[src/rtl/atm_session_ctrl.sv]
`default_nettype none
// ============================================================================
// Module   : atm_session_ctrl
// Purpose  : ATM session sequencer.
//            Steps through account lookup, PIN entry with lockout, menu
//            selection, destination/amount entry and result reporting.
//            An idle timeout returns any active session to IDLE.
// Ports    : clk             - clock, rising edge
//            rst             - asynchronous active-high reset
//            status_code[3:0]- event code from the host/back end
//            usr_input[1:0]  - menu choice, qualified by usr_valid
//            usr_valid       - one-cycle strobe for usr_input
//            current_state   - registered state encoding
//            state_led[15:0] - one-hot copy of current_state
//            input_style_out - kind of input the session is waiting for
//            op_out          - menu choice latched for this transaction
//            result_ok/err   - one-cycle pulses on RESULT entry
//            timeout_pulse   - one-cycle pulse on timeout-driven IDLE entry
//            locked          - high while in LOCKED
//            tries_left      - remaining PIN attempts
// Revision : 1.0 - initial release
// ============================================================================
module atm_session_ctrl #(
  parameter int MAX_PIN_TRIES  = 3,
  parameter int TIMEOUT_CYCLES = 1000,
  parameter int LOCK_CYCLES    = 64,
  parameter int TIMER_W        = 16
) (
  input  logic        clk,
  input  logic        rst,
  input  logic [3:0]  status_code,
  input  logic [1:0]  usr_input,
  input  logic        usr_valid,
  output logic [3:0]  current_state,
  output logic [15:0] state_led,
  output logic [3:0]  input_style_out,
  output logic [1:0]  op_out,
  output logic        result_ok,
  output logic        result_err,
  output logic        timeout_pulse,
  output logic        locked,
  output logic [3:0]  tries_left
);

  localparam logic [3:0] S_IDLE      = 4'd0;
  localparam logic [3:0] S_ACC_CHECK = 4'd1;
  localparam logic [3:0] S_PIN_INPUT = 4'd2;
  localparam logic [3:0] S_MENU      = 4'd3;
  localparam logic [3:0] S_BALANCE   = 4'd4;
  localparam logic [3:0] S_DEST_ACC  = 4'd5;
  localparam logic [3:0] S_AMOUNT    = 4'd6;
  localparam logic [3:0] S_AMT_CHECK = 4'd7;
  localparam logic [3:0] S_RESULT    = 4'd8;
  localparam logic [3:0] S_LOCKED    = 4'd9;

  localparam logic [3:0] EV_ACC_FOUND      = 4'd1;
  localparam logic [3:0] EV_ACC_NOT_FOUND  = 4'd2;
  localparam logic [3:0] EV_PIN_CORRECT    = 4'd3;
  localparam logic [3:0] EV_PIN_INCORRECT  = 4'd4;
  localparam logic [3:0] EV_AMT_VALID      = 4'd5;
  localparam logic [3:0] EV_AMT_INVALID    = 4'd6;
  localparam logic [3:0] EV_EXIT           = 4'd7;
  localparam logic [3:0] EV_INPUT_COMPLETE = 4'd8;

  localparam logic [1:0] OP_BALANCE  = 2'd0;
  localparam logic [1:0] OP_TRANSFER = 2'd3;

  localparam logic [3:0]         TRIES_INIT   = 4'(MAX_PIN_TRIES);
  localparam logic [TIMER_W-1:0] TIMEOUT_LAST = TIMER_W'(TIMEOUT_CYCLES - 1);
  localparam logic [TIMER_W-1:0] LOCK_LAST    = TIMER_W'(LOCK_CYCLES - 1);

  logic [3:0]         state_q, state_d;
  logic [TIMER_W-1:0] timer_q, timer_d;
  logic [3:0]         tries_q, tries_d;
  logic [1:0]         op_q, op_d;
  logic               result_ok_q, result_ok_d;
  logic               result_err_q, result_err_d;
  logic               timeout_q, timeout_d;
  logic               locked_q, locked_d;
  logic [15:0]        state_led_q, state_led_d;
  logic [3:0]         input_style_q, input_style_d;
  logic               accept;

  always_comb begin
    state_d      = state_q;
    timer_d      = timer_q;
    tries_d      = tries_q;
    op_d         = op_q;
    result_ok_d  = 1'b0;
    result_err_d = 1'b0;
    timeout_d    = 1'b0;
    accept       = 1'b0;

    case (state_q)
      S_IDLE: begin
        if (status_code == EV_INPUT_COMPLETE) begin
          state_d = S_ACC_CHECK; accept = 1'b1;
        end
      end
      S_ACC_CHECK: begin
        if (status_code == EV_ACC_FOUND) begin
          state_d = S_PIN_INPUT; tries_d = TRIES_INIT; accept = 1'b1;
        end else if (status_code == EV_ACC_NOT_FOUND || status_code == EV_EXIT) begin
          state_d = S_IDLE; accept = 1'b1;
        end
      end
      S_PIN_INPUT: begin
        if (status_code == EV_PIN_CORRECT) begin
          state_d = S_MENU; accept = 1'b1;
        end else if (status_code == EV_PIN_INCORRECT) begin
          accept = 1'b1;
          // Saturating decrement: the last attempt locks instead of wrapping.
          if (tries_q <= 4'd1) begin
            tries_d = 4'd0; state_d = S_LOCKED;
          end else begin
            tries_d = tries_q - 4'd1;
          end
        end else if (status_code == EV_EXIT) begin
          state_d = S_IDLE; accept = 1'b1;
        end
      end
      S_MENU: begin
        // EXIT takes priority over a menu strobe in the same cycle.
        if (status_code == EV_EXIT) begin
          state_d = S_IDLE; accept = 1'b1;
        end else if (usr_valid) begin
          accept = 1'b1;
          op_d   = usr_input;
          if (usr_input == OP_BALANCE)       state_d = S_BALANCE;
          else if (usr_input == OP_TRANSFER) state_d = S_DEST_ACC;
          else                               state_d = S_AMOUNT;
        end
      end
      S_BALANCE, S_RESULT: begin
        if (status_code == EV_EXIT) begin
          state_d = S_MENU; accept = 1'b1;
        end
      end
      S_DEST_ACC: begin
        if (status_code == EV_ACC_FOUND) begin
          state_d = S_AMOUNT; accept = 1'b1;
        end else if (status_code == EV_ACC_NOT_FOUND) begin
          state_d = S_RESULT; result_err_d = 1'b1; accept = 1'b1;
        end else if (status_code == EV_EXIT) begin
          state_d = S_MENU; accept = 1'b1;
        end
      end
      S_AMOUNT: begin
        if (status_code == EV_INPUT_COMPLETE) begin
          state_d = S_AMT_CHECK; accept = 1'b1;
        end else if (status_code == EV_EXIT) begin
          state_d = S_MENU; accept = 1'b1;
        end
      end
      S_AMT_CHECK: begin
        if (status_code == EV_AMT_VALID) begin
          state_d = S_RESULT; result_ok_d = 1'b1; accept = 1'b1;
        end else if (status_code == EV_AMT_INVALID) begin
          state_d = S_RESULT; result_err_d = 1'b1; accept = 1'b1;
        end else if (status_code == EV_EXIT) begin
          state_d = S_MENU; accept = 1'b1;
        end
      end
      S_LOCKED: begin
        // Every input is ignored; only the lock timer below leaves this state.
      end
      default: begin
        state_d = S_IDLE;
      end
    endcase

    // Shared counter: lock duration in LOCKED, inactivity timeout elsewhere.
    if (state_q == S_LOCKED) begin
      if (timer_q == LOCK_LAST) begin
        state_d = S_IDLE;
        timer_d = '0;
      end else begin
        timer_d = timer_q + TIMER_W'(1);
      end
    end else if (state_q == S_IDLE || state_q > S_LOCKED || accept) begin
      timer_d = '0;
    end else if (timer_q == TIMEOUT_LAST) begin
      state_d   = S_IDLE;
      timeout_d = 1'b1;
      timer_d   = '0;
    end else begin
      timer_d = timer_q + TIMER_W'(1);
    end

    // Outputs are registered from the next-state value so they line up with
    // current_state without any combinational path from the inputs.
    state_led_d = 16'h0001 << state_d;
    locked_d    = (state_d == S_LOCKED);
    case (state_d)
      S_IDLE:      input_style_d = 4'd1;
      S_PIN_INPUT: input_style_d = 4'd2;
      S_MENU:      input_style_d = 4'd3;
      S_AMOUNT:    input_style_d = 4'd4;
      S_DEST_ACC:  input_style_d = 4'd5;
      default:     input_style_d = 4'd0;
    endcase
  end

  always_ff @(posedge clk or posedge rst) begin
    if (rst) begin
      state_q       <= S_IDLE;
      timer_q       <= '0;
      tries_q       <= TRIES_INIT;
      op_q          <= 2'd0;
      result_ok_q   <= 1'b0;
      result_err_q  <= 1'b0;
      timeout_q     <= 1'b0;
      locked_q      <= 1'b0;
      state_led_q   <= 16'h0001;
      input_style_q <= 4'd1;
    end else begin
      state_q       <= state_d;
      timer_q       <= timer_d;
      tries_q       <= tries_d;
      op_q          <= op_d;
      result_ok_q   <= result_ok_d;
      result_err_q  <= result_err_d;
      timeout_q     <= timeout_d;
      locked_q      <= locked_d;
      state_led_q   <= state_led_d;
      input_style_q <= input_style_d;
    end
  end

  assign current_state   = state_q;
  assign state_led       = state_led_q;
  assign input_style_out = input_style_q;
  assign op_out          = op_q;
  assign result_ok       = result_ok_q;
  assign result_err      = result_err_q;
  assign timeout_pulse   = timeout_q;
  assign locked          = locked_q;
  assign tries_left      = tries_q;

endmodule
`default_nettype wire

[config.mk]
export PLATFORM = sky130hd
export DESIGN_NAME = atm_session_ctrl
export DESIGN_NICKNAME = d
export VERILOG_FILES = /design/src/rtl/atm_session_ctrl.sv
export SDC_FILE = /design/constraint.sdc
export NUM_CORES = 1
export LEC_CHECK = 0
export ABC_CLOCK_PERIOD_IN_PS = 3300
export CAP_MARGIN = 5
export CORE_ASPECT_RATIO = 0.8
export CORE_MARGIN = 8
export CORE_UTILIZATION = 29
export DETAILED_ROUTE_END_ITERATION = 8
export PLACE_DENSITY = 0.46
export SETUP_SLACK_MARGIN = 0.3
export SLEW_MARGIN = 0
export SYNTH_ARGS = -nofsm -noshare
export SYNTH_HDL_FRONTEND = slang
export SYNTH_SLANG_ARGS = --single-unit
[constraint.sdc]
create_clock -name clk -period 3.3 [get_ports clk]
set_clock_uncertainty 0.05 [all_clocks]
set_input_delay 0.66 -clock clk [delete_from_list [all_inputs] [get_ports clk]]
set_output_delay 0.66 -clock clk [all_outputs]
set_load 0.05 [all_outputs]
* Word level (Yosys, flattened, before mapping) *
Index checks and enable logic that the tools add are counted.

storage, ports and cells
  bits in registers = 50
  input bits = 9
  output and inout port bits = 34
  word-level logic and storage cells = 110

cells by class
  add/subtract/negate cells = 2
  $lt $le $gt $ge = 2
  eq/ne operators = 28
  shift operators = 1
  multiplexer cells = 56
  bitwise gates (word level) = 1
  reductions and logical operators = 10

operators with widths
  cell                     number
  $mux W4                  23
  $mux W16                 4
  $eq A4 B3 Y1 const B     10
  $pmux W4 S9              1
  $eq A4 B2 Y1 const B     6
  $mux W1                  22
  $add A16 B1 Y16 const B  1
  $eq A16 B10 Y1 const B   1
  $eq A16 B6 Y1 const B    1
  $eq A4 B4 Y1 const B     4
  $shl A1 B4 Y16 const A   1
  $pmux W3 S5              1
  $eq A4 B1 Y1 const B     2
  $logic_not A4 Y1         2
  $pmux W1 S8              1
  $pmux W4 S2              1
  $ne A2 B2 Y1 const B     3
  $gt A4 B4 Y1 const B     1
  $le A4 B1 Y1 const B     1
  $mux W2                  2
  $reduce_and A4 Y1        1
  $sub A4 B1 Y4 const B    1
  $logic_or A1 B1 Y1       3
  $reduce_and A3 Y1        1
  other kinds (6)          6

* Longest topological paths before layout *
Gate-level depths: netlist (run 1).

  depth in word-level cells = 11
  gate-level depth with buffers = 9
  depth with buffers taken out = 8

* Worst setup path before layout (run 1) *
Ideal clock, no wire load.

  kind = register to register
  from = register tries_q[0] (netlist: tries_left[0])
  to = register input_style_q[0] (netlist: input_style_out[0])
  library setup time = 0.066 ns
  data arrival time = 2.508 ns
  data required time = 3.184 ns
  path slack = 0.676 ns
  stages on the path, launching flop included = 9
  buffers on the path = 0
  period minus slack after synthesis = 2.624 ns
  cells stage by stage = dfstp_2 > inv_1 > ha_1 > or2_2 > nand3_1 > o21ai_0 > a2111oi_4 > or4b_1 > nand4_1

on the way
  longest elaborated chain between the ends = 10
  elaborated cells on any way between the ends = 15
  classes of those cells = 1 x order compare; 4 x eq/ne; 9 x mux; 1 x reduce/logical

ends and longest elaborated chain
  element                               line  source
  start, declared                       74    logic [3:0] tries_q, tries_d;
  start signal, assigned                219   tries_q <= tries_d;
  $le A4 B1 Y1 *                        113   if (tries_q <= 4'd1) begin
  $mux W4 *                             113
  $mux W4 *                             110   end else if (status_code == EV_PIN_INCORRECT) begin
  $mux W4 *                             108   if (status_code == EV_PIN_CORRECT) begin
  $pmux W4 S9 *                         94    case (state_q)
  $mux W4                               182   end else if (timer_q == TIMEOUT_LAST) begin
  $mux W4                               180   end else if (state_q == S_IDLE || state_q > S_LOCKED || accept) begin
  $mux W4 *                             173   if (state_q == S_LOCKED) begin
  $eq A4 B3 Y1 (tied with other cells)  194   case (state_d)
  $pmux W3 S5 *                         194
  named net input_style_d[0]            81    logic [3:0] input_style_q, input_style_d;
  end signal, assigned                  226   input_style_q <= input_style_d;
  end, declared                         81

Mark *: on every way through the listed nets, which the timed path passes. The rest lies on a longest branch.
A chain may end at the register's enable or synchronous reset.

* Worst setup path in the final report (run 1) *
  from = input port status_code[0]
  to = register input_style_q[0] (netlist: input_style_out[0])

on the way
  longest elaborated chain between the ends = 10
  elaborated cells on any way between the ends = 47
  classes of those cells = 12 x eq/ne; 32 x mux; 3 x reduce/logical

ends and longest elaborated chain
  element                                               line      source
  start, declared                                       31        input logic [3:0] status_code,
  $eq A4 B3 Y1 / $eq A4 B2 Y1 (equally long branches)   n/a
  $mux W4 (tied with other cells)                       n/a
  $mux W4 (tied with other cells)                       158       end else if (status_code == EV_AMT_INVALID) begin
  $mux W4 (tied with other cells)                       156       if (status_code == EV_AMT_VALID) begin
  $pmux W4 S9 / $pmux W1 S8 (equally long branches)     94
  $mux W4 / $logic_or A1 B1 Y1 (equally long branches)  182, 180
  $mux W4                                               180
  $mux W4 *                                             173
  $eq A4 B3 Y1 (tied with other cells)                  194
  $pmux W3 S5 *                                         194
  named net input_style_d[0]                            81

Marked as above.

==> results.yml, run 1 <==
worst_setup_path:
  max_stage_delay_ns: 0.52
  crit_required_ns: 3.48
  crit_path_end_kind: "register"
  cp.arrival_ns: 3.05
  crit_slowest_cell: "clkdlybuf4s50_1"
  crit_chain: "clkdlybuf4s50_1, buf_4, nor4b_4, o22a_1, o221ai_2, a2111oi_4, or4b_1, nand4_1"
  start_kind: "input port"
  path_max_fanout: 6
  setup.worst_path.class: "input port to register"
detailed_routing:
  detail_route.wl_per_cell_um: 15.4
  vias_per_cell: 4.90
  drtAntennaViolNets: 0
  routed_wl_mm: 7.51
  dr.first_iter.drc_count: 136
  drc_errors: 0
  via_count: 2389
  firstDrtPassIters: 4
die:
  io_pins: 43
  die_h_um: 105
  die_w_um: 127
  dieArea_um2: 13400
  start_util: 0.298
  rows: 32
  fp.coreArea_um2: 9650
run_status:
  status: "finished, final reports clean"
clock_network:
  numCtsBuffers: 5
  h-tree-depth: 2
  post_cts.repair.setup_buffers: 0
  cts-root-buf: "clkbuf_16"
  cts_tree: "yes"
  hold_buffers: 0
  path_clk_slew_ns: 0.07
  clock-sinks: 49
  clk_latency_ns: 0.30
  ctsLongestPathBuffers: 2
layout:
  layout.nets: 364
  multi_input_area_um2: 1550
  antennaDiodeCount: 0
  final-seq-area_um2: 1230
  syn_to_final_growth_pct: 28.6
  drive_gt1_frac: 0.153
  n_fill_cell: 962
sta:
  relSlewSlack: 0.501
  fmax_ghz: 0.348
  finalSetupTns_ns: 0
  finalWorstSetupSlack_ns: 0.428
  hold_viol_final: 0
  fin_crit_sh: 0.870
  finalSetupViolCount: 0
  finalMaxSlewViolations: 0
  rsz0062_at_grt: "no"
  worstMarginPinSlew_ns: 0.749
  period_needed_ns: 2.87
  hold_slack_ns: 0.445
synthesis:
  netlist_top_cells_area: "dfrtp_1, dfstp_2, nor2_1"
  ys_ff_latch: 49
  synth-main-ff-cell: "dfrtp_1"
  synth_cells: 296
  synth-edff-count: 0
  synth_area_um2: 2870
  synth_top_area_share: 0.392
  async_flop_share: 1.00
  yosys_warnings: 0
  post-synth-top-area-cell: "dfrtp_1"
  ys_types: 71
  avgSynthCellArea_um2: 9.71
  ys_seq_area_frac: 0.428
placed_design:
  dp_hpwl_mm: 5.47
  place_ws_ns: 0.0362
  io_buffers: 41
  routabilityCongestion: 0.863
global_route:
  grt_pass1_vias: 2448
  grt_max_degree: 48
  grt_first_pass_wirelength_mm: 12.5
  gr-total-overflow: 0
  grtUsageTotal: 0.115
  antenna_found_initial: 0
power:
  total_leakage_power_nw: 1.52
  total_power_mw: 2.70
  vdd_drop_max_mv: 0.361
  p_per_area_nw_per_um2: 732
min_path:
  hp-class: "register to register"
job:
  max_cap_viol_count: 0
-- per-layer routing --
metal,track usage,share of wire,vias up
li1,-,-,1171
met1,0.150,0.48,1159
met2,0.177,0.45,52
met3,0.0356,0.052,7
met4,0.0390,0.010,0
met5,0,0,-
-- placed cells by master (no fill, tap or decap), types with 3 or more instances in the layout --
master	synthesis	routed
nor3_1	16	16
buf_4	4	18
xnor2_1	8	8
or4_1	3	3
nor4b_1	3	3
conb_1	1	7
dfrtp_1	45	45
dfstp_2	4	4
nand2_1	25	25
nor2b_1	7	7
o21ai_0	7	7
nand2b_1	7	7
dlymetal6s2s_1	0	3
nand3_1	16	16
nand4_1	6	6
nor3b_1	3	3
nor2_1	26	26
a21oi_1	9	9
xor2_1	8	8
clkdlybuf4s50_1	0	38
and2_1	6	6
a31oi_1	3	3
and3_1	3	3
mux2_2	3	3
inv_1	7	6
or4b_1	3	3
clkbuf_16	0	5
ha_1	4	4
-- cell type report --
cell class	instances	share of cell area
clock inverters	3	0.00677
flip-flops and latches	49	0.333
well taps	136	0.0460
multi-input cells	228	0.418
inverters	7	0.00711
clock buffers	5	0.0339
repair buffers	60	0.155
-- power by group --
group          switching (mW)  leakage (nW)  internal (mW)
clock network           0.241        0.0704          0.285
registers               0.107         0.649          0.712
logic                   0.843         0.800          0.515
-- sequential cells by signal, summed over array words and instances, names as in the netlist --
signal           count
locked               1
result_err           1
current_state        4
result_ok            1
tries_left           4
input_style_out      3
state_led           16
timer_q             16
op_out               2
timeout_pulse        1
-- path summary, 6_finish.rpt --
path | from | endpoint | slack, ns | cells past startpoint
setup / recovery | status_code[0] | input_style_out[0]$_DFF_PP1_ | 0.43 | 8
hold / removal | timer_q[0]$_DFF_PP0_ | timer_q[0]$_DFF_PP0_ | 0.45 | 1
setup reg to reg | current_state[3]$_DFF_PP0_ | state_led[8]$_DFF_PP0_ | 0.63 | 7
hold reg to reg | timer_q[0]$_DFF_PP0_ | timer_q[0]$_DFF_PP0_ | 0.45 | 1
max in group asynchronous | rst | timer_q[3]$_DFF_PP0_ | 1.96 | 3
min in group asynchronous | rst | state_led[12]$_DFF_PP0_ | 0.47 | 2
-- kinds of logic after synthesis --
group	synth area share
adders and majority gates	0.0174
muxes	0.0118
and+or+nand+nor	0.299
xor gates and xnor gates	0.0488
DFF	0.428
buffers and inverters	0.0496
other	0.00130
AOI/OAI and AO/OA	0.144
-- worst max-delay path, delay by kind of cell --
kind	cells	cell delay (ns)
buf+inv	2	0.74
simple gates	3	0.96
compound gates	3	0.69
-- stage by stage --
stage	utilization	cells	instance area (um^2)
6_report	0.383	488	3700
5_1_grt	0.383	488	3700
2_1_floorplan	-	302	2900
3_5_place_dp	0.364	480	3520
4_1_cts	0.380	488	3670
3_3_place_gp	0.364	480	3520
-- Yosys cell counts (4+ instances only) --
master	n
inv_1	7
o21ai_0	7
nand2b_1	7
dfrtp_1	45
nand2_1	25
dfstp_2	4
xnor2_1	8
nand3_1	16
ha_1	4
a21oi_1	9
nand4_1	6
xor2_1	8
nor2b_1	7
buf_2	9
buf_4	4
and2_1	6
nor3_1	16
nor2_1	26
-- what timing repair did --
| item | in CTS | in global routing |
|---|---|---|
| endpoints found under the setup margin | 0 | 9 |
| resized for setup | 0 | 7 |
| endpoints found under the hold margin | 0 | 0 |
Note: power is estimated with default switching activity, not from simulation.
==> inputs of run 2 (changes only) <==
--- a/config.mk
+++ b/config.mk
@@ -5,7 +5,7 @@
 export SDC_FILE = /design/constraint.sdc
 export NUM_CORES = 1
 export LEC_CHECK = 0
-export ABC_CLOCK_PERIOD_IN_PS = 3300
+export ABC_CLOCK_PERIOD_IN_PS = 3600
 export CAP_MARGIN = 5
 export CORE_ASPECT_RATIO = 0.8
 export CORE_MARGIN = 8
==> constraint.sdc (replaced) <==
create_clock -name clk -period 3.6 [get_ports clk]
set_clock_uncertainty 0.05 [all_clocks]
set_input_delay 0.72 -clock clk [delete_from_list [all_inputs] [get_ports clk]]
set_output_delay 0.72 -clock clk [all_outputs]
set_load 0.05 [all_outputs]
==> results.yml, run 2 (synthesis gave the netlist of run 1 again) <==
layout:
  final_cell_mix: "dfrtp_1, clkdlybuf4s50_1, nor2_1"
  mostFrequentLayoutCell: "dfrtp_1"
  syn_to_final_growth_pct: 24.7
  antennaDiodeCount: 0
  final_cell_count_no_fill: 475
  layout.nets: 351
  drive_gt1_frac: 0.115
  final_util: 0.371
clock_network:
  clk_latency_ns: 0.29
  cts_tree: "yes"
  numCtsBuffers: 5
  path_clk_slew_ns: 0.07
  cts-root-buf: "clkbuf_16"
  post_cts.repair.setup_buffers: 0
  hold_buffers: 0
  post_cts_resized: 0
  h-tree-depth: 2
  ctsLongestPathBuffers: 2
  clock-sinks: 49
sta:
  finalMaxSlewViolations: 0
  finalWorstSetupSlack_ns: 0.488
  rsz0062_at_grt: "no"
  fmax_ghz: 0.321
  finalSetupViolCount: 0
  hold_viol_final: 0
  relSlewSlack: 0.438
  worstMarginPinSlew_ns: 0.843
  finalSetupTns_ns: 0
  fin_crit_sh: 0.864
  period_needed_ns: 3.11
detailed_routing:
  via_count: 2321
  routed_wl_mm: 7.24
  drc_errors: 0
  dr.first_iter.drc_count: 182
  drtAntennaViolNets: 0
  firstDrtPassIters: 4
  met3WireLength_um: 447
  vias_per_cell: 4.89
  dr.max_layer_used: "met4"
  wl_met1_mm: 3.46
  detail_route.wl_per_cell_um: 15.2
  wl_met2_mm: 3.19
global_route:
  grt_first_pass_wirelength_mm: 12.2
  grtUsageTotal: 0.110
  grt_max_degree: 33
  antenna_found_initial: 0
  gr-total-overflow: 0
  grt_pass1_vias: 2349
worst_setup_path:
  cp.arrival_ns: 3.28
  crit_path_end_kind: "register"
  max_stage_delay_ns: 0.76
  start_kind: "input port"
  path_max_fanout: 13
  setup.worst_path.class: "input port to register"
  crit_required_ns: 3.77
  crit_chain: "clkdlybuf4s50_1, nor4b_2, o22a_1, o221ai_2, a2111oi_4, or4b_1, nand4_1"
  reg2regPathDepth: 6
  crit_slowest_cell: "clkdlybuf4s50_1"
placed_design:
  io_buffers: 41
  dp_hpwl_mm: 5.19
  routabilityCongestion: 0.847
  dp_cells: 467
  place_ws_ns: 0.170
min_path:
  whs_path_depth: 1
  hp-class: "register to register"
die:
  dieArea_um2: 13400
  fp.coreArea_um2: 9650
  die_w_um: 127
  io_pins: 43
  die_h_um: 105
  start_util: 0.298
  rows: 32
power:
  vdd_drop_max_mv: 0.336
  p_per_area_nw_per_um2: 686
  total_power_mw: 2.46
  total_leakage_power_nw: 1.43
run_status:
  status: "finished, final reports clean"
job:
  max_cap_viol_count: 0
[run 2: cell types whose count changed in the layout (fill, tap and decap cells not counted), sizes merged]
| cell | change |
|---|---|
| bufinv | +1 |
| inv | -1 |
| clkinv | -1 |
| clkbuf | +1 |
| buf | -13 |
| clkdlybuf4s50 | +2 |
| dlymetal6s2s | -2 |
[run 2: final timing paths]
kind                                             from                           end  slack, ns
max                                    status_code[3]  input_style_out[0]$_DFF_PP1_       0.49
min                              timer_q[0]$_DFF_PP0_          timer_q[0]$_DFF_PP0_       0.45
max reg2reg                current_state[1]$_DFF_PP0_              locked$_DFF_PP0_       0.88
min reg2reg                      timer_q[0]$_DFF_PP0_          timer_q[0]$_DFF_PP0_       0.45
max in group asynchronous                         rst        state_led[0]$_DFF_PP1_       2.03
min in group asynchronous                         rst       state_led[12]$_DFF_PP0_       0.67
[run 2: layer usage]
layer  global-route usage  up-vias
met5                    0        -
met4               0.0390        0
met3               0.0376       10
met2                0.164       63
met1                0.145     1107
li1                     -     1141
[run 2: layout make-up]
class,count,area [um^2]
flip-flops and latches,49,1230
inverters,7,26.3
fillers,966,6060
clock inverters,2,37.5
clock buffers,6,139
repair buffers,47,458
well taps,136,170
multi-input cells,228,1520
[run 2: power breakdown]
part | internal, mW | switching (mW) | leakage, nW
Clock | 0.347 | 0.209 | 0.0831
Sequential | 0.652 | 0.140 | 0.649
Combinational | 0.407 | 0.703 | 0.702
[run 2: critical path, delay by kind of cell]
family / cells / cell delay (ns)
AOI/OAI and AO/OA: 3 / 0.73
buffers and inverters: 1 / 0.76
and+or+nand+nor: 3 / 1.06
[run 2: per-stage QoR]
step           instance area [um^2]  hold slack (ns)
2_1_floorplan                  2900            0.417
3_3_place_gp                   3410            0.440
3_5_place_dp                   3410            0.446
4_1_cts                        3580            0.455
5_1_grt                        3580            0.471
6_report                       3580            0.453
==> inputs of run 3 (changes only) <==
--- a/config.mk
+++ b/config.mk
@@ -5,13 +5,12 @@
 export SDC_FILE = /design/constraint.sdc
 export NUM_CORES = 1
 export LEC_CHECK = 0
-export ABC_CLOCK_PERIOD_IN_PS = 3600
+export ABC_CLOCK_PERIOD_IN_PS = 2500
 export CAP_MARGIN = 5
 export CORE_ASPECT_RATIO = 0.8
-export CORE_MARGIN = 8
 export CORE_UTILIZATION = 29
 export DETAILED_ROUTE_END_ITERATION = 8
-export PLACE_DENSITY = 0.46
+export PLACE_DENSITY = 0.53
 export SETUP_SLACK_MARGIN = 0.3
 export SLEW_MARGIN = 0
 export SYNTH_ARGS = -nofsm -noshare
==> constraint.sdc (replaced) <==
create_clock -name clk -period 2.5 [get_ports clk]
set_clock_uncertainty 0.05 [all_clocks]
set_input_delay 0.5 -clock clk [delete_from_list [all_inputs] [get_ports clk]]
set_output_delay 0.5 -clock clk [all_outputs]
set_load 0.05 [all_outputs]
==> results.yml, run 3 (synthesis gave the netlist of run 1 again) <==
min_path:
  whs_path_depth: 1
  hp-class: "register to register"
clock_network:
  clk_latency_ns: 0.30
  h-tree-depth: 2
  cts_tree: "yes"
  ctsLongestPathBuffers: 2
  hold_buffers: 0
  path_clk_slew_ns: 0.07
  cts-root-buf: "clkbuf_16"
  clock-sinks: 49
  numCtsBuffers: 5
global_route:
  gr-total-overflow: 0
  antenna_found_initial: 0
  grt_pass1_vias: 2701
  grt_max_degree: 27
  grt_first_pass_wirelength_mm: 13.3
  grtUsageTotal: 0.164
detailed_routing:
  dr.first_iter.drc_count: 156
  routed_wl_mm: 8.56
  via_count: 2726
  firstDrtPassIters: 7
  drc_errors: 1
  vias_per_cell: 4.89
  detail_route.wl_per_cell_um: 15.3
  drtAntennaViolNets: 0
power:
  p_per_area_nw_per_um2: 997
  total_leakage_power_nw: 2.00
  vdd_drop_max_mv: 0.560
  total_power_mw: 4.74
die:
  start_util: 0.298
  rows: 32
  dieArea_um2: 10300
  io_pins: 43
  die_w_um: 113
  die_h_um: 91.0
  fp.coreArea_um2: 9650
sta:
  period_needed_ns: 2.45
  relSlewSlack: 0.529
  hold_slack_ns: 0.466
  finalSetupViolCount: 0
  finalMaxSlewViolations: 0
  finalSetupTns_ns: 0
  worstMarginPinSlew_ns: 0.701
  rsz0062_at_grt: "yes"
  hold_viol_final: 0
  fin_crit_sh: 0.978
  fmax_ghz: 0.409
layout:
  mostFrequentLayoutCell: "buf_4"
  layout.nets: 434
  multi_input_area_um2: 1960
  syn_to_final_growth_pct: 65.5
  n_fill_cell: 880
  final-seq-area_um2: 1240
  antennaDiodeCount: 0
  drive_gt1_frac: 0.453
  final_cell_count_no_fill: 558
  final_cell_mix: "buf_4, dfrtp_1, clkdlybuf4s50_1"
worst_setup_path:
  max_stage_delay_ns: 0.64
  setup.worst_path.class: "register to register"
  r2r_slack_ns: 0.05
  cp.arrival_ns: 2.63
  start_kind: "register"
  crit_path_end_kind: "register"
  crit_slowest_cell: "dfstp_4"
  path_max_fanout: 4
  reg2regPathDepth: 8
  crit_chain: "inv_4, ha_4, or2_4, nand3_4, o221ai_4, a2111oi_4, or4b_4, nand4_1"
  crit_required_ns: 2.68
placed_design:
  io_buffers: 41
  dp_cells: 511
  dp_hpwl_mm: 5.40
  routabilityCongestion: 0.856
run_status:
  violations: "DRC"
  status: "complete, but fails checks"
job:
  max_cap_viol_count: 0
-- run 3: worst paths after layout --
kind,end,start
min in group asynchronous,current_state[2]$_DFF_PP0_,rst
worst min-delay path,op_out[0]$_DFFE_PP0P_,op_out[0]$_DFFE_PP0P_
worst min register to register,op_out[0]$_DFFE_PP0P_,op_out[0]$_DFFE_PP0P_
max in group asynchronous,tries_left[1]$_DFFE_PP1P_,rst
worst max register to register,input_style_out[0]$_DFF_PP1_,tries_left[0]$_DFFE_PP1P_
worst max-delay path,input_style_out[0]$_DFF_PP1_,tries_left[0]$_DFFE_PP1P_
-- run 3: critical path: cells and delay by family, from the launching register on --
kind / cells / cell delay, ns
flip-flops: 1 / 0.64
AND/OR/NAND/NOR: 4 / 1.01
buffers and inverters: 1 / 0.04
adder cells (fa/ha/maj): 1 / 0.15
AO/OA/AOI/OAI: 2 / 0.49
-- run 3: where the power goes --
part	internal, mW	switching, mW
clock network	0.577	0.316
registers	0.951	0.0974
logic	1.26	1.54
total	2.79	1.95
-- run 3: area by class of cell --
class,instances,share of cell area
flip-flops and latches,49,0.261
clock buffers,5,0.0263
clock inverters,3,0.0145
repair buffers,130,0.245
inverters,7,0.00605
well taps,136,0.0358
multi-input cells,228,0.411
-- run 3: per-stage QoR --
step / utilization / setup WS [ns] / instance area, um^2
final: 0.493 / 0.0538 / 4760
after global routing: 0.493 / -0.00716 / 4760
after detailed placement: 0.393 / -0.469 / 3790
after global placement: 0.393 / -0.469 / 3790
after floorplan: - / 0.0473 / 2940
after CTS: 0.461 / 0.0710 / 4450
-- run 3: metal layers --
layer	GRT usage	part of all wire	vias to the layer above
met4	0.0504	0.018	0
met1	0.227	0.47	1331
met3	0.0307	0.044	15
li1	-	-	1311
met2	0.258	0.47	69
met5	0	0	-
-- run 3: what timing repair did --
item / CTS / global route
setup endpoints to repair: 43 / 37
gates cloned: 2 / 0
gates resized for setup: 63 / 51
buffers inserted: 19 / 18
pin swaps: 17 / 17
